==> src/rtl/pipe_stage_reg.sv <==
// Pipeline stage register: one WIDTH-bit payload, valid/ready handshake, synchronous flush, saturating stall counter.
// Latency 1 cycle; `PIPE_STAGE_SKID_EN adds a skid register so in_ready depends only on state.
module pipe_stage_reg #(
    parameter int               WIDTH     = 32,
    parameter int               CNT_W     = 16,
    parameter logic [WIDTH-1:0] RESET_VAL = '0
) (
    input  logic             CLK,
    input  logic             RST,
    input  logic             flush,
    input  logic             in_valid,
    output logic             in_ready,
    input  logic [WIDTH-1:0] in_data,
    output logic             out_valid,
    input  logic             out_ready,
    output logic [WIDTH-1:0] out_data,
    output logic [1:0]       occupancy,
    output logic [CNT_W-1:0] stall_cnt
);

    logic             r_main_vld;
    logic [WIDTH-1:0] r_main_dat;
    logic [CNT_W-1:0] r_stall_cnt;
    logic             w_acc;
    logic             w_cons;

    assign w_acc     = in_valid && in_ready;
    assign w_cons    = r_main_vld && out_ready;
    assign out_valid = r_main_vld;
    assign out_data  = r_main_dat;
    assign stall_cnt = r_stall_cnt;

    // Counts flush cycles too; only reset clears it.
    always_ff @(posedge CLK) begin
        if (RST) begin
            r_stall_cnt <= '0;
        end else if (r_main_vld && !out_ready && (r_stall_cnt != '1)) begin
            r_stall_cnt <= r_stall_cnt + 1'b1;
        end
    end

`ifdef PIPE_STAGE_SKID_EN
    logic             r_skid_vld;
    logic [WIDTH-1:0] r_skid_dat;

    assign in_ready  = !r_skid_vld;
    assign occupancy = {1'b0, r_main_vld} + {1'b0, r_skid_vld};

    // Skid is only ever filled behind a valid main word, so FIFO order is main then skid.
    always_ff @(posedge CLK) begin
        if (RST) begin
            r_main_vld <= 1'b0;
            r_main_dat <= RESET_VAL;
            r_skid_vld <= 1'b0;
            r_skid_dat <= RESET_VAL;
        end else if (flush) begin
            r_main_vld <= 1'b0;
            r_skid_vld <= 1'b0;
        end else if (r_skid_vld) begin
            if (w_cons) begin
                r_main_dat <= r_skid_dat;
                r_skid_vld <= 1'b0;
            end
        end else if (r_main_vld && !out_ready) begin
            if (w_acc) begin
                r_skid_vld <= 1'b1;
                r_skid_dat <= in_data;
            end
        end else if (w_acc) begin
            r_main_vld <= 1'b1;
            r_main_dat <= in_data;
        end else if (w_cons) begin
            r_main_vld <= 1'b0;
        end
    end
`else
    assign in_ready  = !r_main_vld || out_ready;
    assign occupancy = {1'b0, r_main_vld};

    always_ff @(posedge CLK) begin
        if (RST) begin
            r_main_vld <= 1'b0;
            r_main_dat <= RESET_VAL;
        end else if (flush) begin
            r_main_vld <= 1'b0;
        end else if (w_acc) begin
            r_main_vld <= 1'b1;
            r_main_dat <= in_data;
        end else if (w_cons) begin
            r_main_vld <= 1'b0;
        end
    end
`endif

endmodule

==> config.mk <==
export PLATFORM = sky130hd
export DESIGN_NAME = pipe_stage_reg
export DESIGN_NICKNAME = d
export VERILOG_FILES = /design/src/rtl/pipe_stage_reg.sv
export SDC_FILE = /design/constraint.sdc
export NUM_CORES = 1
export LEC_CHECK = 0
export CORE_UTILIZATION = 28
export DETAILED_ROUTE_END_ITERATION = 16
export PLACE_DENSITY = 0.67
export SETUP_SLACK_MARGIN = 0.3
export SYNTH_ARGS = -nofsm -noshare
export SYNTH_HDL_FRONTEND = slang
export SYNTH_SLANG_ARGS = --single-unit
==> constraint.sdc <==
create_clock -name CLK -period 1.91 [get_ports CLK]
set_input_delay 0.573 -clock CLK [delete_from_list [all_inputs] [get_ports CLK]]
set_output_delay 0.573 -clock CLK [all_outputs]
set_load 0.02 [all_outputs]
==> run_results.csv, run 1 <==
group,metric,value,unit
outcome,status,"finished with violations",
outcome,violations,"design-rule violations",
cells_and_area,drive_above_1_share,0.2429,
drt,antenna_left,0,
cts,clock-sinks,49,
logic_synthesis,async_flop_share,0,
logic_synthesis,synth_fa_ha_area_frac,0.006519,
logic_synthesis,synth_compound_area_frac,0.1473,
sta,hold_viol,0,
cts,cts_tree,"yes",
worst_setup_path,crit_chain,"ha_4, nand3_4, nor3_4, a2111o_1, buf_4, or3_1, a21oi_1",
worst_setup_path,worstPathRequired,2.15,ns
drt,drt_pass1_iterations,12,
power_and_ir_drop,cellPowerDensity,621.0,nW/um^2
logic_synthesis,yosysUniqueCellTypes,31,
drt,via_per_inst,4.689,
worst_setup_path,crit_family,"compound AO/OA/AOI/OAI gates",
logic_synthesis,yosysTopAreaCell,"dfxtp_1",
drt,routed_wl,5601,um
grt,first_global_vias,1818,
placement,dp_cells,399,
drt,drc,7,
logic_synthesis,synth_top_family_by_area,"simple AND/OR/NAND/NOR gates",
power_and_ir_drop,peakVddDrop,0.3157,mV
logic_synthesis,avgSynthCellArea,8.064,sq um
sta,finalCritPeriodShare,0.9712,
grt,grt_pass1_wl,8783,um
cts,cts_buffers,5,
logic_synthesis,ys_top_cells_by_area,"dfxtp_1 (51%), nand2_1 (13%), a21oi_1 (9.9%)",
die,core_area,6495,sq um
cells_and_area,layout.nets,387,
sta,rsz0062_at_grt,"yes",
worst_setup_path,cp-start-kind,"register",
sta,finalMaxSlewViolations,0,
placement,portBuffers,87,
worst_setup_path,arrival,2.09,ns
placement,gp_congestion,0.7223,
worst_setup_path,end_kind,"register",
worst_setup_path,crit_buf_inv,1,
die,row_count,29,
logic_synthesis,yosysTopAreaCellShare,0.5111,
die,dieWidth,84.80,um
logic_synthesis,synthSimpleGateAreaFrac,0.2471,
sta,final-setup-viol-count,0,
die,die_area,7190,sq um
sta,fin_crit,1.855,ns
flow_run,max_cap_viol_count,0,
logic_synthesis,syn-cell-area,1919,sq um
logic_synthesis,ys_warn_count,0,
grt,track_usage,0.1527,
sta,finClkSkew,0.01184,ns
grt,antenna_found_initial,0,
logic_synthesis,synth_cells,238,
worst_setup_path,critical_path.max_fanout,8,
cts,clock_latency,0.30,ns
cts,cts.clk_slew.worst_paths,0.10,ns
logic_synthesis,synthXorXnorAreaFrac,0.03651,
grt,overflow,0,
placement,dp_hpwl,3575,um
die,die_y,84.80,um
logic_synthesis,synthFlopType,"dfxtp_1",
logic_synthesis,synth_edf_count,0,
logic_synthesis,ys_seq_area_frac,0.5111,
worst_setup_path,worst_path_max_delay_cell,"a2111o_1",
drt,first_iter_violations,57,
cells_and_area,fin_util,0.5109,
cells_and_area,insertedDiodeCount,0,
worst_hold_path,hp-class,"register to register",
cts,cts_root_buf,"clkbuf_8",
cts,clockBufferDepth,2,
cts,htreeDepth,2,
grt,grt_start_max_net_pins,33,
drt,vias,2002,
worst_setup_path,cpPeakStageDelay,0.53,ns
cells_and_area,layout-area-overhead-vs-synth,72.88,%
cells_and_area,layoutNonFillerInstCount,427,
cells_and_area,fillers,611,
logic_synthesis,muxShareOfSynthArea,0.01043,
logic_synthesis,synth-seq-cells,49,
worst_setup_path,worstSetupPathType,"register to register",
power_and_ir_drop,p_leak,1.396,nW
logic_synthesis,syn-num-nets,276,
die,io_pins,89,
die,initial_utilization,0.2955,
sta,fmaxAchievable,539.1,MHz
drt,wl_per_cell,13.12,um
-- power breakdown --
part / leakage [nW] / internal (mW) / switching, mW
clock: 0.0566 / 0.375 / 0.336
sequential: 0.408 / 1.05 / 0.0160
combinational: 0.931 / 0.145 / 0.142
-- cell usage after synthesis, types with 2 or more instances --
| cell | count |
|---|---|
| nand2_1 | 69 |
| nor3_1 | 2 |
| a21oi_1 | 38 |
| xnor2_1 | 8 |
| nor2_1 | 11 |
| buf_4 | 2 |
| or3_1 | 3 |
| mux2i_1 | 2 |
| clkbuf_1 | 12 |
| nand3_1 | 10 |
| a211oi_1 | 5 |
| inv_1 | 4 |
| o21ai_0 | 4 |
| and3_1 | 3 |
| dfxtp_1 | 49 |
-- final timing paths --
kind,from,endpoint,slack (ns),cells past startpoint
hold / removal,out_data[23]$_SDFFE_PP0P_,out_data[23]$_SDFFE_PP0P_,0.45,2
hold reg to reg,out_data[23]$_SDFFE_PP0P_,out_data[23]$_SDFFE_PP0P_,0.45,2
setup / recovery,stall_cnt[0]$_SDFFE_PP0P_,stall_cnt[11]$_SDFFE_PP0P_,0.05,7
setup reg to reg,stall_cnt[0]$_SDFFE_PP0P_,stall_cnt[11]$_SDFFE_PP0P_,0.05,7
-- state kept, by name (all words and copies together) (netlist names) --
register,cells
out_data,32
out_valid,1
stall_cnt,16
-- worst register-to-register path, delay by kind of cell (launching register included) --
family | cells | cell delay (ns)
and+or+nand+nor | 3 | 0.43
DFF | 1 | 0.36
adders and majority gates | 1 | 0.17
buffers and inverters | 1 | 0.18
AOI/OAI and AO/OA | 2 | 0.65
-- metrics by stage --
stage                     setup TNS [ns]  power (mW)  hold WS [ns]  instance area, sq um  worst slack [ns]
after floorplan                        0       1.210        0.5345                  1969            0.1855
after global placement            -10.94       1.378        0.4414                  2968           -0.5185
after detailed placement          -11.04       1.380        0.4461                  2968           -0.4961
after CTS                              0       2.072        0.4564                  3212           0.08644
after global routing           -0.009782       2.166        0.4768                  3318         -0.005539
final                                  0       2.060        0.4533                  3318           0.05497
-- what timing repair did --
item / in CTS / in global routing
gates resized for setup: 99 / 21
setup endpoints to repair: 99 / 39
gates cloned: 0 / 2
pin swaps: 8 / 9
hold buffers: 0 / 0
buffers inserted: 14 / 4
-- layer usage --
| layer | global-route usage | up-vias | wire length (um) |
|---|---|---|---|
| met5 | 0 | - | 0 |
| met4 | 0.03236 | 0 | 25 |
| met3 | 0.05015 | 4 | 358 |
| met2 | 0.2587 | 64 | 2700 |
| met1 | 0.1895 | 915 | 2516 |
| li1 | - | 1019 | - |
-- cell families after synthesis --
group / count (synthesis)
adder cells (fa/ha/maj): 1
other: 1
AND/OR/NAND/NOR: 108
AO/OA/AOI/OAI: 51
XOR/XNOR: 8
buffers and inverters: 18
flip-flops: 49
multiplexers: 2
-- layout by cell type, fill, tap and decap left out, types with 10 or more instances in the layout --
master,n
buf_4,21
a21oi_1,37
nor2_1,11
dfxtp_1,34
nand2_1,69
dlygate4sd2_1,34
clkdlybuf4s50_1,33
dfxtp_2,10
-- layout make-up --
type	count	area [sq um]	area share
sequential	49	1012	0.3051
timing repair buffer	118	1111	0.3348
inverter	4	15.01	0.004525
clock buffer	8	111.4	0.03356
tap	77	96.34	0.02903
multi-input combinational	171	972.2	0.2930
Note: power is estimated with default switching activity, not from simulation.
==> run 2: changes to the inputs <==
- CORE_UTILIZATION: 28 -> 37
- CTS_CLUSTER_DIAMETER: not set -> 200
- PLACE_DENSITY: 0.67 -> 0.83
==> run 2 against run 1 <==
  * Combinational power up 3%
  * Critical path type is now input pin to register
  * Via count down 0.40%
  * Fmax up 4.0%
  * Critical endpoint unchanged
  * Clock skew down 0.00086 ns
  * The flow now finishes without violations
  * Routed wire length up 2.2%
  * Largest power group unchanged
  * Sequential power about the same
  * Power up 0.54%
  * Cell count down 3.3%
==> run_results.csv, run 2 (same netlist as run 1, synthesis figures left out) <==
group,metric,value,unit
cells_and_area,drive_above_1_share,0.2341,
power_and_ir_drop,p_int,1.574,mW
sta,worst_slack,0.1256,ns
worst_setup_path,worstSetupPathType,"input pin to register",
cells_and_area,ff_latch_area,1006,sq um
worst_setup_path,critPathLaunch,"out_ready",
worst_hold_path,min_path_cells,2,
cells_and_area,layout.nets,383,
sta,fin_crit,1.784,ns
die,io_pins,89,
drt,via_per_inst,4.828,
power_and_ir_drop,swShare,0.2401,
cells_and_area,insertedDiodeCount,0,
cts,hold_buffers,0,
cts,htreeDepth,2,
cells_and_area,layout-area-overhead-vs-synth,71.84,%
die,row_count,25,
worst_setup_path,arrival,2.01,ns
worst_setup_path,worstPathRequired,2.14,ns
placement,portBuffers,87,
power_and_ir_drop,p_leak,1.390,nW
drt,wl_per_cell,13.86,um
worst_setup_path,timing.rr.end,"stall_cnt[11]$_SDFFE_PP0P_",
worst_setup_path,r2r_start,"stall_cnt[1]$_SDFFE_PP0P_",
placement,preCtsSetupSlack,-0.4915,ns
placement,gp_congestion,0.7759,
sta,fmaxAchievable,560.4,MHz
grt,first_global_vias,1960,
cells_and_area,most-common-layout-cells,"nand2_1 (69), dfxtp_1 (39), a21oi_1 (36), clkdlybuf4s50_1 (33), dlygate4sd2_1 (31)",
drt,drc,0,
power_and_ir_drop,peakVddDrop,0.4824,mV
power_and_ir_drop,switchingPower,0.4973,mW
cells_and_area,final_area,3298,sq um
cells_and_area,layout.cells.most_common,"nand2_1",
worst_setup_path,cp-start-kind,"input pin",
worst_setup_path,critical_path.max_fanout,5,
drt,antenna_left,0,
worst_hold_path,hold_start,"out_data[24]$_SDFFE_PP0P_",
die,core_area,4848,sq um
power_and_ir_drop,pwr-share-seq,0.514,
cts,clock-sinks,49,
cells_and_area,fillers,401,
placement,dp_hpwl,3502,um
drt,drt_pass1_iterations,4,
die,die_area,5480,sq um
drt,routed_wl,5726,um
grt,grt_pass1_wl,8521,um
power_and_ir_drop,cellPowerDensity,628.1,nW/um^2
worst_hold_path,hp-class,"register to register",
sta,fin_hold_ws,0.4537,ns
cts,clock_latency,0.29,ns
worst_setup_path,end_kind,"register",
cells_and_area,multi_input_area,996.0,sq um
die,die_y,74.03,um
drt,vias,1994,
grt,overflow,0,
worst_setup_path,r2r_slack,0.13,ns
cts,cts_tree,"yes",
grt,track_usage,0.2001,
drt,first_iter_violations,84,
sta,rsz0062_at_grt,"yes",
die,initial_utilization,0.3959,
sta,finalMaxSlewViolations,0,
sta,final-setup-viol-count,0,
worst_setup_path,rr_worst_depth,7,
cells_and_area,largest_reg_flops,32,
cts,cts.clk_slew.worst_paths,0.09,ns
flow_run,max_cap_viol_count,0,
power_and_ir_drop,combPwrFrac,0.142,
placement,post_dp_cell_area,2965,sq um
sta,finalCritPeriodShare,0.9342,
worst_hold_path,hold-path-endpoint,"out_data[24]$_SDFFE_PP0P_",
power_and_ir_drop,clkPwrFrac,0.344,
die,dieWidth,74.03,um
sta,hold_viol,0,
cts,cts_buffers,5,
grt,grt_start_max_net_pins,33,
cts,clockBufferDepth,2,
cts,cts_root_buf,"clkbuf_8",
sta,finClkSkew,0.01098,ns
outcome,status,"completed",
grt,antenna_found_initial,0,
[run 2: power by group through the flow]
stage / sequential, mW / combinational [mW] / clock [mW]
final: 1.06 / 0.295 / 0.713
after global routing: 1.07 / 0.318 / 0.780
after CTS: 1.06 / 0.278 / 0.728
after detailed placement: 1.09 / 0.292 / 0
after global placement: 1.09 / 0.289 / 0
after floorplan: 1.13 / 0.0799 / 0
[run 2: worst max-delay path: stages]
cell,delay (ns)
buf_2,0.10
nand2b_4,0.15
buf_8,0.13
a2111o_1,0.48
buf_6,0.16
or3_1,0.29
a21oi_1,0.12
[run 2: metrics by stage]
stage	instances	TNS, ns	util	power [mW]
6_report	413	0	0.6803	2.072
5_1_grt	413	0	0.6803	2.167
4_1_cts	409	0	0.6655	2.070
3_5_place_dp	387	-9.771	0.6116	1.383
3_3_place_gp	387	-9.571	0.6116	1.377
2_1_floorplan	238	0	-	1.210
[run 2: layer usage]
layer / track usage / routed length [um] / part of all wire
met1: 0.2276 / 2370 / 0.41
met2: 0.3485 / 2854 / 0.50
met3: 0.07453 / 411 / 0.072
met4: 0.05983 / 90 / 0.016
met5: 0 / 0 / 0
[run 2: worst max-delay path by stage]
stage / endpoint / slack [ns] / cells after the start
2_1_floorplan: stall_cnt[15]$_SDFFE_PP0P_ / 0.19 / 6
3_5_place_dp: stall_cnt[15]$_SDFFE_PP0P_ / -0.49 / 6
5_1_grt: stall_cnt[11]$_SDFFE_PP0P_ / 0.06 / 6
3_3_place_gp: in_ready / -0.50 / 3
6_report: stall_cnt[11]$_SDFFE_PP0P_ / 0.13 / 7
4_1_cts: stall_cnt[15]$_SDFFE_PP0P_ / 0.11 / 6
[run 2: layout make-up]
cell class              instances  area share
multi-input cells             171      0.3020
repair buffers                114      0.3293
clock buffers                   8     0.03376
flip-flops and latches         49      0.3050
inverters                       4    0.004552
well taps                      67     0.02542
[run 2: what timing repair did]
| item | 4_1_cts | 5_1_grt |
|---|---|---|
| setup endpoints to repair | 98 | 57 |
| pin swaps | 9 | 6 |
| setup buffers | 14 | 2 |
| resized for setup | 95 | 29 |
| cloned | 0 | 2 |
==> run 3: changes to the inputs <==
- GPL_TIMING_DRIVEN: not set -> 0
==> run 3 against run 2 <==
  * Die area is the same
  * Fmax decreased by 2.3%
  * Routed wire length is 1.9% lower
  * Worst setup slack worse by 0.042 ns
  * Utilization up 0.59 points
  * Non-clock buffer count rose by 7
  * Combinational power rose by 4%
  * Design area up 0.87%
  * Worst hold slack hardly changed
  * Sequential cell count unchanged
  * Register-to-register slack worse by 0.02 ns
  * Sequential power about the same
  * Critical path type is now input pin to output pin
  * Largest power group unchanged
  * Highest routed layer unchanged
==> run_results.csv, run 3 (same netlist as run 1, synthesis figures left out) <==
group,metric,value,unit
cells_and_area,insertedDiodeCount,0,
sta,finClkSkew,0.003481,ns
sta,finalCritPeriodShare,0.9562,
sta,slew_headroom,0.6321,
drt,drc,0,
sta,worst_slack,0.08369,ns
cts,cts_tree,"yes",
die,dieWidth,74.03,um
flow_run,max_cap_viol_count,0,
power_and_ir_drop,cellPowerDensity,590.1,nW/um^2
sta,worst_pin_slew,0.5518,ns
worst_setup_path,r2r_start,"stall_cnt[1]$_SDFFE_PP0P_",
grt,antenna_found_initial,0,
cells_and_area,most-common-layout-cells,"nand2_1 (68), dfxtp_1 (39), clkdlybuf4s50_1 (32), a21oi_1 (29), dlygate4sd2_1 (29)",
drt,first_iter_violations,77,
grt,track_usage,0.2080,
placement,gp_congestion,0.7885,
grt,grt_start_max_net_pins,15,
sta,final-setup-viol-count,0,
sta,finalMaxSlewViolations,0,
placement,preCtsSetupSlack,-0.7631,ns
outcome,status,"completed",
grt,grt_pass1_wl,8756,um
drt,drt_pass1_iterations,4,
die,row_count,25,
drt,wl_per_cell,13.37,um
worst_setup_path,end_kind,"output pin",
power_and_ir_drop,clkPwrFrac,0.302,
power_and_ir_drop,swShare,0.2562,
worst_hold_path,hp-class,"register to register",
power_and_ir_drop,p_leak,1.387,nW
cells_and_area,final_area,3327,sq um
cts,cts.clk_slew.worst_paths,0.08,ns
cells_and_area,drive_above_1_share,0.2550,
drt,antenna_left,0,
power_and_ir_drop,switchingPower,0.5029,mW
cells_and_area,layout.cells.most_common,"nand2_1",
cts,cts_root_buf,"clkbuf_8",
worst_setup_path,arrival,1.25,ns
worst_setup_path,worstSetupPathType,"input pin to output pin",
die,io_pins,89,
placement,post_dp_cell_area,2914,sq um
cts,cts_buffers,5,
sta,hold_viol,0,
cts,hold_buffers,0,
cells_and_area,layout-area-overhead-vs-synth,73.34,%
power_and_ir_drop,pwr-share-seq,0.541,
cts,clock_latency,0.30,ns
worst_hold_path,hold_start,"out_data[18]$_SDFFE_PP0P_",
placement,portBuffers,86,
drt,vias,2075,
worst_setup_path,worstPathRequired,1.34,ns
worst_setup_path,critical_path.max_fanout,4,
power_and_ir_drop,combPwrFrac,0.157,
grt,overflow,0,
cts,htreeDepth,2,
drt,via_per_inst,4.940,
sta,rsz0062_at_grt,"yes",
cells_and_area,largest_reg_flops,32,
cells_and_area,layout.nets,390,
grt,first_global_vias,1984,
cts,clockBufferDepth,2,
cts,clock-sinks,49,
placement,dp_hpwl,3638,um
die,die_area,5480,sq um
die,die_y,74.03,um
sta,fmaxAchievable,547.6,MHz
drt,routed_wl,5615,um
sta,fin_crit,1.826,ns
sta,setup_tns,0,ns
worst_setup_path,critPathLaunch,"out_ready",
power_and_ir_drop,p_int,1.460,mW
die,core_area,4848,sq um
power_and_ir_drop,peakVddDrop,0.3729,mV
worst_setup_path,cp-start-kind,"input pin",
die,initial_utilization,0.3959,
[run 3: metal layers]
layer / GRT usage / part of all wire
met1: 0.2399 / 0.40
met2: 0.3535 / 0.50
met3: 0.07317 / 0.089
met4: 0.07906 / 0.019
met5: 0 / 0
[run 3: layout make-up]
cell class	count	area, sq um
flip-flops and latches	49	1008
multi-input cells	171	1047
clock buffers	6	72.57
well taps	67	83.83
repair buffers	107	979.7
clock inverters	2	10.01
plain buffers	14	110.1
inverters	4	15.01
fillers	417	1521
[run 3: worst max-delay path: stages]
cell and delay [ns]:
dlygate4sd2_1 0.23, nand2b_4 0.17, clkbuf_8 0.16, buf_6 0.12
[run 3: metrics by stage]
stage | utilization | hold WS (ns) | cells | total power [mW]
6_report | 0.6862 | 0.4537 | 420 | 1.963
5_1_grt | 0.6862 | 0.4777 | 420 | 2.061
4_1_cts | 0.6663 | 0.4523 | 416 | 1.968
3_5_place_dp | 0.6010 | 0.4459 | 391 | 1.373
3_3_place_gp | 0.6010 | 0.4408 | 391 | 1.369
2_1_floorplan | - | 0.5345 | 238 | 1.210
[run 3: path summary, 6_finish.rpt]
| check | to | slack [ns] | cells after the start |
|---|---|---|---|
| worst max-delay path | in_ready | 0.08 | 4 |
| worst min-delay path | out_data[18]$_SDFFE_PP0P_ | 0.45 | 2 |
| worst max register to register | stall_cnt[13]$_SDFFE_PP0P_ | 0.11 | 7 |
| worst min register to register | out_data[18]$_SDFFE_PP0P_ | 0.45 | 2 |
[run 3: power by group through the flow]
| stage | clock network (mW) | registers, mW | logic [mW] |
|---|---|---|---|
| detailed placement | 0 | 1.09 | 0.282 |
| global placement | 0 | 1.09 | 0.280 |
| floorplan | 0 | 1.13 | 0.0799 |
| finish | 0.592 | 1.06 | 0.308 |
| global route | 0.660 | 1.07 | 0.333 |
| CTS | 0.611 | 1.06 | 0.294 |
[run 3: what timing repair did]
action | 4_1_cts | 5_1_grt
resized for setup | 116 | 45
pin swaps | 22 | 13
gates cloned | 2 | 1
setup buffers | 15 | 3
endpoints found under the setup margin | 99 | 67
